===== src/rtl/axis_reg_fifo.sv =====
// DEPTH-entry register-based AXI-Stream buffer carrying tdata/tlast, with occupancy
// counters and an optional store-and-forward packet mode.
module axis_reg_fifo #(
    parameter int unsigned DATA_WIDTH = 8,
    parameter int unsigned DEPTH      = 4,
    parameter bit          PKT_MODE   = 1'b0
) (
    input  logic                      aclk,
    input  logic                      areset,
    input  logic [DATA_WIDTH-1:0]     s_axis_tdata,
    input  logic                      s_axis_tvalid,
    input  logic                      s_axis_tlast,
    output logic                      s_axis_tready,
    output logic [DATA_WIDTH-1:0]     m_axis_tdata,
    output logic                      m_axis_tvalid,
    output logic                      m_axis_tlast,
    input  logic                      m_axis_tready,
    output logic [$clog2(DEPTH):0]    fill_level,
    output logic [$clog2(DEPTH):0]    pkt_count
);

    localparam int unsigned AW = $clog2(DEPTH);
    localparam int unsigned CW = AW + 1;

    logic [DATA_WIDTH-1:0] r_data [DEPTH];
    logic [DEPTH-1:0]      r_last;
    logic [AW-1:0]         r_wr_ptr;
    logic [AW-1:0]         r_rd_ptr;
    logic [CW-1:0]         r_fill;
    logic [CW-1:0]         r_pkt;
    logic                  r_flush;
    logic                  r_s_ready;
    logic                  r_m_valid;
    logic [DATA_WIDTH-1:0] r_m_data;
    logic                  r_m_last;

    logic                  w_push;
    logic                  w_pop;
    logic                  w_push_last;
    logic                  w_pop_last;
    logic [AW-1:0]         w_wr_nxt;
    logic [AW-1:0]         w_rd_nxt;
    logic [CW-1:0]         w_fill_nxt;
    logic [CW-1:0]         w_pkt_nxt;
    logic                  w_flush_nxt;
    logic                  w_valid_nxt;
    logic                  w_bypass;

    // Next-state for pointers, counters, flush and the registered handshake outputs
    always_comb begin
        w_push      = s_axis_tvalid && r_s_ready;
        w_pop       = r_m_valid && m_axis_tready;
        w_push_last = w_push && s_axis_tlast;
        w_pop_last  = w_pop && r_last[r_rd_ptr];
        w_wr_nxt    = w_push ? r_wr_ptr + AW'(1) : r_wr_ptr;
        w_rd_nxt    = w_pop  ? r_rd_ptr + AW'(1) : r_rd_ptr;

        w_fill_nxt = r_fill;
        if (w_push && !w_pop) begin
            w_fill_nxt = r_fill + CW'(1);
        end else if (!w_push && w_pop) begin
            w_fill_nxt = r_fill - CW'(1);
        end

        w_pkt_nxt = r_pkt;
        if (w_push_last && !w_pop_last) begin
            w_pkt_nxt = r_pkt + CW'(1);
        end else if (!w_push_last && w_pop_last) begin
            w_pkt_nxt = r_pkt - CW'(1);
        end

        // Full with no complete packet would deadlock, so start draining the partial packet
        w_flush_nxt = r_flush;
        if (w_pop_last) begin
            w_flush_nxt = 1'b0;
        end else if ((r_fill == CW'(DEPTH)) && (r_pkt == '0)) begin
            w_flush_nxt = 1'b1;
        end

        w_valid_nxt = (w_fill_nxt != '0) &&
                      (!PKT_MODE || (w_pkt_nxt != '0) || w_flush_nxt);

        // Head slot is the one being written this edge (empty, or one entry popped)
        w_bypass = w_push && (r_wr_ptr == w_rd_nxt);
    end

    // Storage array: written on push, contents irrelevant after reset
    always_ff @(posedge aclk) begin
        if (w_push) begin
            r_data[r_wr_ptr] <= s_axis_tdata;
            r_last[r_wr_ptr] <= s_axis_tlast;
        end
    end

    always_ff @(posedge aclk) begin
        if (areset) begin
            r_wr_ptr  <= '0;
            r_rd_ptr  <= '0;
            r_fill    <= '0;
            r_pkt     <= '0;
            r_flush   <= 1'b0;
            r_s_ready <= 1'b0;
            r_m_valid <= 1'b0;
            r_m_data  <= '0;
            r_m_last  <= 1'b0;
        end else begin
            r_wr_ptr  <= w_wr_nxt;
            r_rd_ptr  <= w_rd_nxt;
            r_fill    <= w_fill_nxt;
            r_pkt     <= w_pkt_nxt;
            r_flush   <= w_flush_nxt;
            r_s_ready <= (w_fill_nxt != CW'(DEPTH));
            r_m_valid <= w_valid_nxt;
            r_m_data  <= w_bypass ? s_axis_tdata : r_data[w_rd_nxt];
            r_m_last  <= w_bypass ? s_axis_tlast : r_last[w_rd_nxt];
        end
    end

    assign s_axis_tready = r_s_ready;
    assign m_axis_tvalid = r_m_valid;
    assign m_axis_tdata  = r_m_data;
    assign m_axis_tlast  = r_m_last;
    assign fill_level    = r_fill;
    assign pkt_count     = r_pkt;

endmodule


===== config.mk =====
export PLATFORM = sky130hd
export DESIGN_NAME = axis_reg_fifo
export DESIGN_NICKNAME = d
export VERILOG_FILES = /design/src/rtl/axis_reg_fifo.sv
export SDC_FILE = /design/constraint.sdc
export NUM_CORES = 1
export LEC_CHECK = 0
export ABC_CLOCK_PERIOD_IN_PS = 2810
export CAP_MARGIN = 20
export CORE_ASPECT_RATIO = 0.75
export CORE_MARGIN = 10
export CORE_UTILIZATION = 55
export CTS_CLUSTER_DIAMETER = 100
export DETAILED_ROUTE_END_ITERATION = 8
export MAX_ROUTING_LAYER = met4
export PLACE_DENSITY_LB_ADDON = 0.15
export SYNTH_ARGS = -nofsm -noshare
export SYNTH_HDL_FRONTEND = slang
export SYNTH_SLANG_ARGS = --single-unit

===== constraint.sdc =====
create_clock -name aclk -period 2.81 [get_ports aclk]
set_clock_uncertainty 0.05 [all_clocks]
set_input_delay 0.4215 -clock aclk [delete_from_list [all_inputs] [get_ports aclk]]
set_output_delay 0.4215 -clock aclk [all_outputs]
set_load 0.02 [all_outputs]

==> reports/results.txt, run 1 <==
Total number of vias = 1680
Cell types with the largest area share after synthesis = sky130_fd_sc_hd__edfxtp_1 (41%), sky130_fd_sc_hd__dfxtp_1 (16%), sky130_fd_sc_hd__mux4_2 (7.7%)
Vias in the first global route = 1768
Relative slew slack = 62.5%
Crit start category = register
Per-cell routed wire length = 18.2 µm
Most used flip-flop cell after synthesis = sky130_fd_sc_hd__edfxtp_1
Global router's overall resource usage = 15.1%
Unique cell type count in the Yosys netlist = 40
Setup violation total in the final timing report = 0
Buffer type at the clock tree root = sky130_fd_sc_hd__clkbuf_8
Clock edge transition at the registers on the reported setup and hold paths = 0.06 ns
WP data arrival = 2.75 ns
Avg Synthesized Cell Area = 13.2 µm²
Ports placed on the boundary = 30
Sequential element share of the synthesized area = 56.9%
Detailed Route Iter0 Violations = 123
Warnings from Yosys = 0
Count of final hold-check violations = 0
Crit path time final = 2.54 ns
Total DRC errors in the routed layout = 0
Crit path required time = 3.03 ns
HP Class = register to register
Largest vdd supply drop = 481 µV
Number of synthesized flops with an enable pin = 36
Count of hold-fix buffers inserted at cts = 0
IO Port Bufs = 29
Total of max-cap violations = 0
DIE WIDTH = 100 µm
Setup fix buffers added after clock tree synthesis = 0
Maximum count of clock buffers along a single path = 2
Critical-path cell with the highest stage delay = sky130_fd_sc_hd__dfxtp_1
Result of the run = finished, final reports clean
Final slew viol count = 0
Nets in the synthesized netlist = 221
Chip height = 80.0 µm
Final #Nets = 259
Largest net degree at the start of global routing = 20
Synthesized cell area = 0.00264 mm²
Number of synthesized register bits = 57
Count leader, synth = sky130_fd_sc_hd__inv_1
Peak fanout along the critical path = 7
Number of clock buffers inserted by TritonCTS = 9
Global-route congestion overflow total = 0
Post-layout total power = 2.61 mW
Cell family with most CP delay = flip-flops
Setup CP Type = register to register
Area overhead of the layout relative to synthesis = 19.6%
Share of final-layout standard cells stronger than drive strength 1 = 15.6%
Area fraction of the dominant cell type after synthesis = 41.0%
Sequential cell fraction of total power = 41.9%
Half-perimeter wire length after detailed placement = 3890 µm
Combinational fraction of design power = 32.8%
Number of instances in the synthesized netlist = 200
Delay of the slowest cell on the worst path = 0.57 ns
First-pass GRT wire length = 8780 µm
Share of power burned in the clock network = 25.3%
Clock sink total = 57
Via/cell ratio = 5.60
# H-tree levels = 3
Worst Hold Slack = 0.444 ns
ANT cells = 0
Effective utilization at floorplan = 58.0%
Total Wirelength = 5450 µm
Floorplan die area = 0.00799 mm²
Setup total negative slack = 0 ns
Power density relative to cell area = 827 mW/mm²
Power dissipated by switching net loads = 0.818 mW
Number of filler instances in the final layout = 341
Fmax achieved = 394 MHz
CTS tree = done
Async SR Flop Fraction = 0%
Post-DRT Antenna Nets = 0
Net switching share of the total power = 31.4%
End-of-flow core utilization = 69.4%
Worst Path Buf+Inv = 1
Cell type with the highest aggregate area in the netlist = sky130_fd_sc_hd__edfxtp_1
Part of the cycle the worst path needs = 90.2%
Resize count post-CTS = 0
Length of the first detailed-routing pass in iterations = 4
Placeable core region = 0.00455 mm²
Placer Congestion = 0.896
Capturing element type of the critical path = register
Internal power contribution = 1.79 mW
Lkg Pwr = 1.25 nW
Number of antenna violations at the first check in global routing = 0
Setup slack at placement = 0.253 ns
Core Rows = 21
Top post-synthesis cells by count = sky130_fd_sc_hd__inv_1 (42), sky130_fd_sc_hd__edfxtp_1 (36), sky130_fd_sc_hd__dfxtp_1 (21)
Worst-margin pin slew = 0.563 ns
Unrepaired setup endpoints after global routing = no
Latest clock arrival within the worst-skew pair = 0.34 ns
Critical path cell sequence = mux4_2 -> nand2_1 -> ha_1 -> inv_1 -> fa_1 -> xor2_1 -> or3_1 -> a21oi_1
Post-route setup slack = 0.274 ns
==> logic make-up (layout without fill, tap and decap cells) <==
group                    after synthesis  after routing  share of synthesized area (%)
AO/OA/AOI/OAI                         34             34                           11.6
XOR/XNOR                               8              8                           3.65
adder cells (fa/ha/maj)                8              8                           4.08
buffers and inverters                 50             93                           8.21
flip-flops                            57             57                           56.9
multiplexers                          11             11                           9.06
AND/OR/NAND/NOR                       32             32                           6.50
==> power groups by stage <==
stage | Combinational [mW] | Clock [mW] | Sequential (mW)
after floorplan | 0.493 | 0 | 1.18
after global placement | 0.838 | 0 | 1.10
after detailed placement | 0.860 | 0 | 1.11
after CTS | 0.865 | 0.677 | 1.09
after global routing | 0.920 | 0.714 | 1.11
final | 0.856 | 0.661 | 1.09
==> area by class of cell <==
type	count	area, µm²	share of cell area [%]
sequential	57	1500	47.6
tap	57	71.3	2.26
multi-input combinational	93	920	29.1
inverter	42	158	5.00
timing repair buffer	35	335	10.6
clock buffer	15	166	5.27
clock inverter	1	3.75	0.119
==> tightest hold or removal path, cell delays in order, from the launching register on <==
cell	delay, ns
sky130_fd_sc_hd__dfxtp_1	0.32
sky130_fd_sc_hd__o21ai_0	0.07
sky130_fd_sc_hd__a21oi_1	0.06
==> final timing paths <==
path	from	end	slack [ns]	cells past startpoint
hold reg to reg	pkt_count[2]	pkt_count[2]	0.44	2
setup / recovery	r_rd_ptr[0]	pkt_count[2]	0.27	8
setup reg to reg	r_rd_ptr[0]	pkt_count[2]	0.27	8
hold / removal	pkt_count[2]	pkt_count[2]	0.44	2
==> routing by layer <==
layer	track usage (%)	wire, µm	up-vias
met1	16.3	2260	831
met4	6.00	29	0
met3	7.27	382	2
met2	23.4	2780	53
li1	-	-	794
met5	-	0	-
==> state kept, by name (all words and copies together) (netlist names) <==
signal,cells
fill_level,3
r_rd_ptr,2
s_axis_tready,1
m_axis_tdata,8
r_wr_ptr,2
r_data,32
r_last,4
m_axis_tlast,1
m_axis_tvalid,1
pkt_count,3
==> stage by stage <==
step,instance area (µm²),cells
5_1_grt,3160,300
3_5_place_dp,2990,284
6_report,3160,300
3_3_place_gp,2990,284
4_1_cts,3160,300
2_1_floorplan,2640,200
==> layout by cell type (no fill, tap or decap), types with 3 or more instances in the layout <==
| cell | instances |
|---|---|
| sky130_fd_sc_hd__and3_1 | 6 |
| sky130_fd_sc_hd__buf_4 | 6 |
| sky130_fd_sc_hd__clkbuf_1 | 4 |
| sky130_fd_sc_hd__clkbuf_8 | 11 |
| sky130_fd_sc_hd__clkdlybuf4s50_1 | 29 |
| sky130_fd_sc_hd__dfxtp_1 | 21 |
| sky130_fd_sc_hd__edfxtp_1 | 36 |
| sky130_fd_sc_hd__ha_1 | 7 |
| sky130_fd_sc_hd__inv_1 | 42 |
| sky130_fd_sc_hd__mux4_2 | 9 |
| sky130_fd_sc_hd__nand2_1 | 7 |
| sky130_fd_sc_hd__nand3_1 | 3 |
| sky130_fd_sc_hd__nor2_1 | 6 |
| sky130_fd_sc_hd__nor3_1 | 3 |
| sky130_fd_sc_hd__o2111ai_1 | 9 |
| sky130_fd_sc_hd__o21a_1 | 4 |
| sky130_fd_sc_hd__o31ai_2 | 9 |
| sky130_fd_sc_hd__xnor2_1 | 4 |
Power figures use the tool's default switching activity.
==> inputs of run 2 (changes only) <==
--- a/config.mk
+++ b/config.mk
@@ -7,9 +7,11 @@
 export LEC_CHECK = 0
 export ABC_CLOCK_PERIOD_IN_PS = 2810
 export CAP_MARGIN = 20
+export CELL_PAD_IN_SITES_DETAIL_PLACEMENT = 1
+export CELL_PAD_IN_SITES_GLOBAL_PLACEMENT = 2
 export CORE_ASPECT_RATIO = 0.75
 export CORE_MARGIN = 10
-export CORE_UTILIZATION = 55
+export CORE_UTILIZATION = 38
 export CTS_CLUSTER_DIAMETER = 100
 export DETAILED_ROUTE_END_ITERATION = 8
 export MAX_ROUTING_LAYER = met4
==> run 2 against run 1 <==
Compared with the run above:
- final cell count rose by 9.3%
- core utilization fell by 21 points
- worst hold slack improved by 0.027 ns
- maximum frequency fell by 1.0%
- largest cell class unchanged
- sequential power barely moved
- first-iteration DRC count fell by 32%
==> reports/results.txt, run 2 (synthesized netlist as in run 1, its figures left out) <==
Result of the run = finished, final reports clean
Setup total negative slack = 0 ns
Final #Nets = 260
First-pass GRT wire length = 10600 µm
Maximum count of clock buffers along a single path = 2
Crit start category = register
Unrepaired setup endpoints after global routing = no
# H-tree levels = 3
Number of filler instances in the final layout = 705
Peak fanout along the critical path = 7
Detailed Route Iter0 Violations = 84
Fmax achieved = 390 MHz
Number of antenna violations at the first check in global routing = 0
Half-perimeter wire length after detailed placement = 4650 µm
Largest net degree at the start of global routing = 20
Total Wirelength = 6460 µm
Terminus of the critical flop-to-flop path = pkt_count[2]
Setup slack at placement = 0.100 ns
Buffer type at the clock tree root = sky130_fd_sc_hd__clkbuf_8
Destination of the worst hold path = pkt_count[2]
ANT cells = 0
Share of final-layout standard cells stronger than drive strength 1 = 17.2%
Lkg Pwr = 1.29 nW
Crit path required time = 3.03 ns
Power density relative to cell area = 884 mW/mm²
Critical-path cell with the highest stage delay = sky130_fd_sc_hd__dfxtp_1
Via/cell ratio = 5.25
Hold Startpoint = pkt_count[2]
Part of the cycle the worst path needs = 91.2%
Area of combinational cells with multiple inputs = 920 µm²
Global-route congestion overflow total = 0
Setup violation total in the final timing report = 0
Ports placed on the boundary = 30
End-of-flow core utilization = 48.2%
Core Rows = 26
Final slew viol count = 0
Setup CP Type = register to register
Vias in the first global route = 1932
Global router's overall resource usage = 13.7%
Area taken by flip-flops and latches = 0.00150 mm²
Relative slew slack = 50.2%
Post-DRT Antenna Nets = 0
Total of max-cap violations = 0
Post-layout total power = 2.88 mW
Latest clock arrival within the worst-skew pair = 0.34 ns
Flip-flop count of the largest register, all copies and words added = 32
Resize count post-CTS = 0
Total DRC errors in the routed layout = 0
Number of clock buffers inserted by TritonCTS = 9
Area overhead of the layout relative to synthesis = 23.7%
Placer Congestion = 0.738
Chip height = 92.2 µm
Per-cell routed wire length = 19.7 µm
HP Class = register to register
Count of hold-fix buffers inserted at cts = 0
Clock edge transition at the registers on the reported setup and hold paths = 0.07 ns
Effective utilization at floorplan = 39.0%
IO Port Bufs = 29
Delay of the slowest cell on the worst path = 0.58 ns
Capturing element type of the critical path = register
Length of the first detailed-routing pass in iterations = 4
CTS tree = done
WP data arrival = 2.78 ns
Post-route setup slack = 0.247 ns
Startpoint of the worst register-to-register path = r_rd_ptr[0]
Placeable core region = 0.00677 mm²
DIE WIDTH = 116 µm
Crit path time final = 2.56 ns
Number of cells on the worst reg-to-reg path = 8
Most frequent standard cell in the layout excluding fill and tap cells = sky130_fd_sc_hd__inv_1
Critical path cell sequence = mux4_2 -> nand2_1 -> ha_1 -> inv_1 -> fa_1 -> xor2_1 -> or3_1 -> a21oi_1
Worst-margin pin slew = 0.742 ns
Largest vdd supply drop = 397 µV
Setup fix buffers added after clock tree synthesis = 0
Clock sink total = 57
Total number of vias = 1722
Most flops, register = r_data
Cell depth of the worst min-delay path = 2
Count of final hold-check violations = 0
Slack of the worst reg-to-reg path = 0.25 ns
Floorplan die area = 0.0107 mm²
Highest-count cells in the layout ignoring fill and taps = sky130_fd_sc_hd__inv_1 (42), sky130_fd_sc_hd__edfxtp_1 (36), sky130_fd_sc_hd__clkdlybuf4s50_1 (29)
run 2: cell count changes in the layout (fill, tap and decap cells not counted):
cell,previous run,this run
sky130_fd_sc_hd__bufinv_16,0,3
sky130_fd_sc_hd__clkbuf_1,4,2
sky130_fd_sc_hd__clkbuf_8,11,9
sky130_fd_sc_hd__clkinv_2,0,1
sky130_fd_sc_hd__clkinv_4,0,1
sky130_fd_sc_hd__buf_4,6,7
sky130_fd_sc_hd__clkinv_1,1,0
run 2: power by group:
| group | internal, mW | switching (mW) | total, mW |
|---|---|---|---|
| Combinational | 0.420 | 0.453 | 0.874 |
| Sequential | 1.00 | 0.100 | 1.10 |
| Clock | 0.589 | 0.319 | 0.908 |
| Total | 2.01 | 0.873 | 2.88 |
run 2: routing by layer:
metal  part of all wire, %  routed length, µm  vias up  track usage (%)
met5                     0                  0        -                -
met4                   1.1                 74        0             4.99
met3                   5.9                379        9             4.69
met2                    50               3230       38             21.5
met1                    43               2780      879             15.8
li1                      -                  -      796                -
run 2: worst max path at each step:
stage	start	endpoint	slack (ns)	depth (start not counted)
global route	r_rd_ptr[0]	pkt_count[2]	0.07	8
global placement	m_axis_tready	m_axis_tdata[3]	0.19	7
detailed placement	m_axis_tready	pkt_count[2]	0.10	10
floorplan	r_rd_ptr[0]	pkt_count[2]	0.55	9
finish	r_rd_ptr[0]	pkt_count[2]	0.25	8
CTS	r_rd_ptr[0]	pkt_count[2]	0.23	8
run 2: critical path, delay by kind of cell, from the launching register on:
family / cells / cell delay (ns)
AOI/OAI and AO/OA: 1 / 0.16
xor gates and xnor gates: 1 / 0.16
adders and majority gates: 2 / 0.54
buffers and inverters: 1 / 0.06
DFF: 1 / 0.58
muxes: 1 / 0.56
and+or+nand+nor: 2 / 0.38
run 2: layout make-up:
| class | count | area share, % |
|---|---|---|
| Multi-Input combinational cell | 93 | 28.2 |
| Clock inverter | 5 | 3.18 |
| Sequential cell | 57 | 46.0 |
| Tap cell | 84 | 3.22 |
| Timing Repair Buffer | 36 | 10.5 |
| Inverter | 42 | 4.83 |
| Clock buffer | 11 | 4.03 |
run 2: stage by stage:
step	instance area, µm²	hold slack, ns	std cells
after CTS	3260	0.476	328
after detailed placement	3030	0.465	312
after floorplan	2640	0.443	200
final	3260	0.472	328
after global placement	3030	0.421	312
after global routing	3260	0.515	328
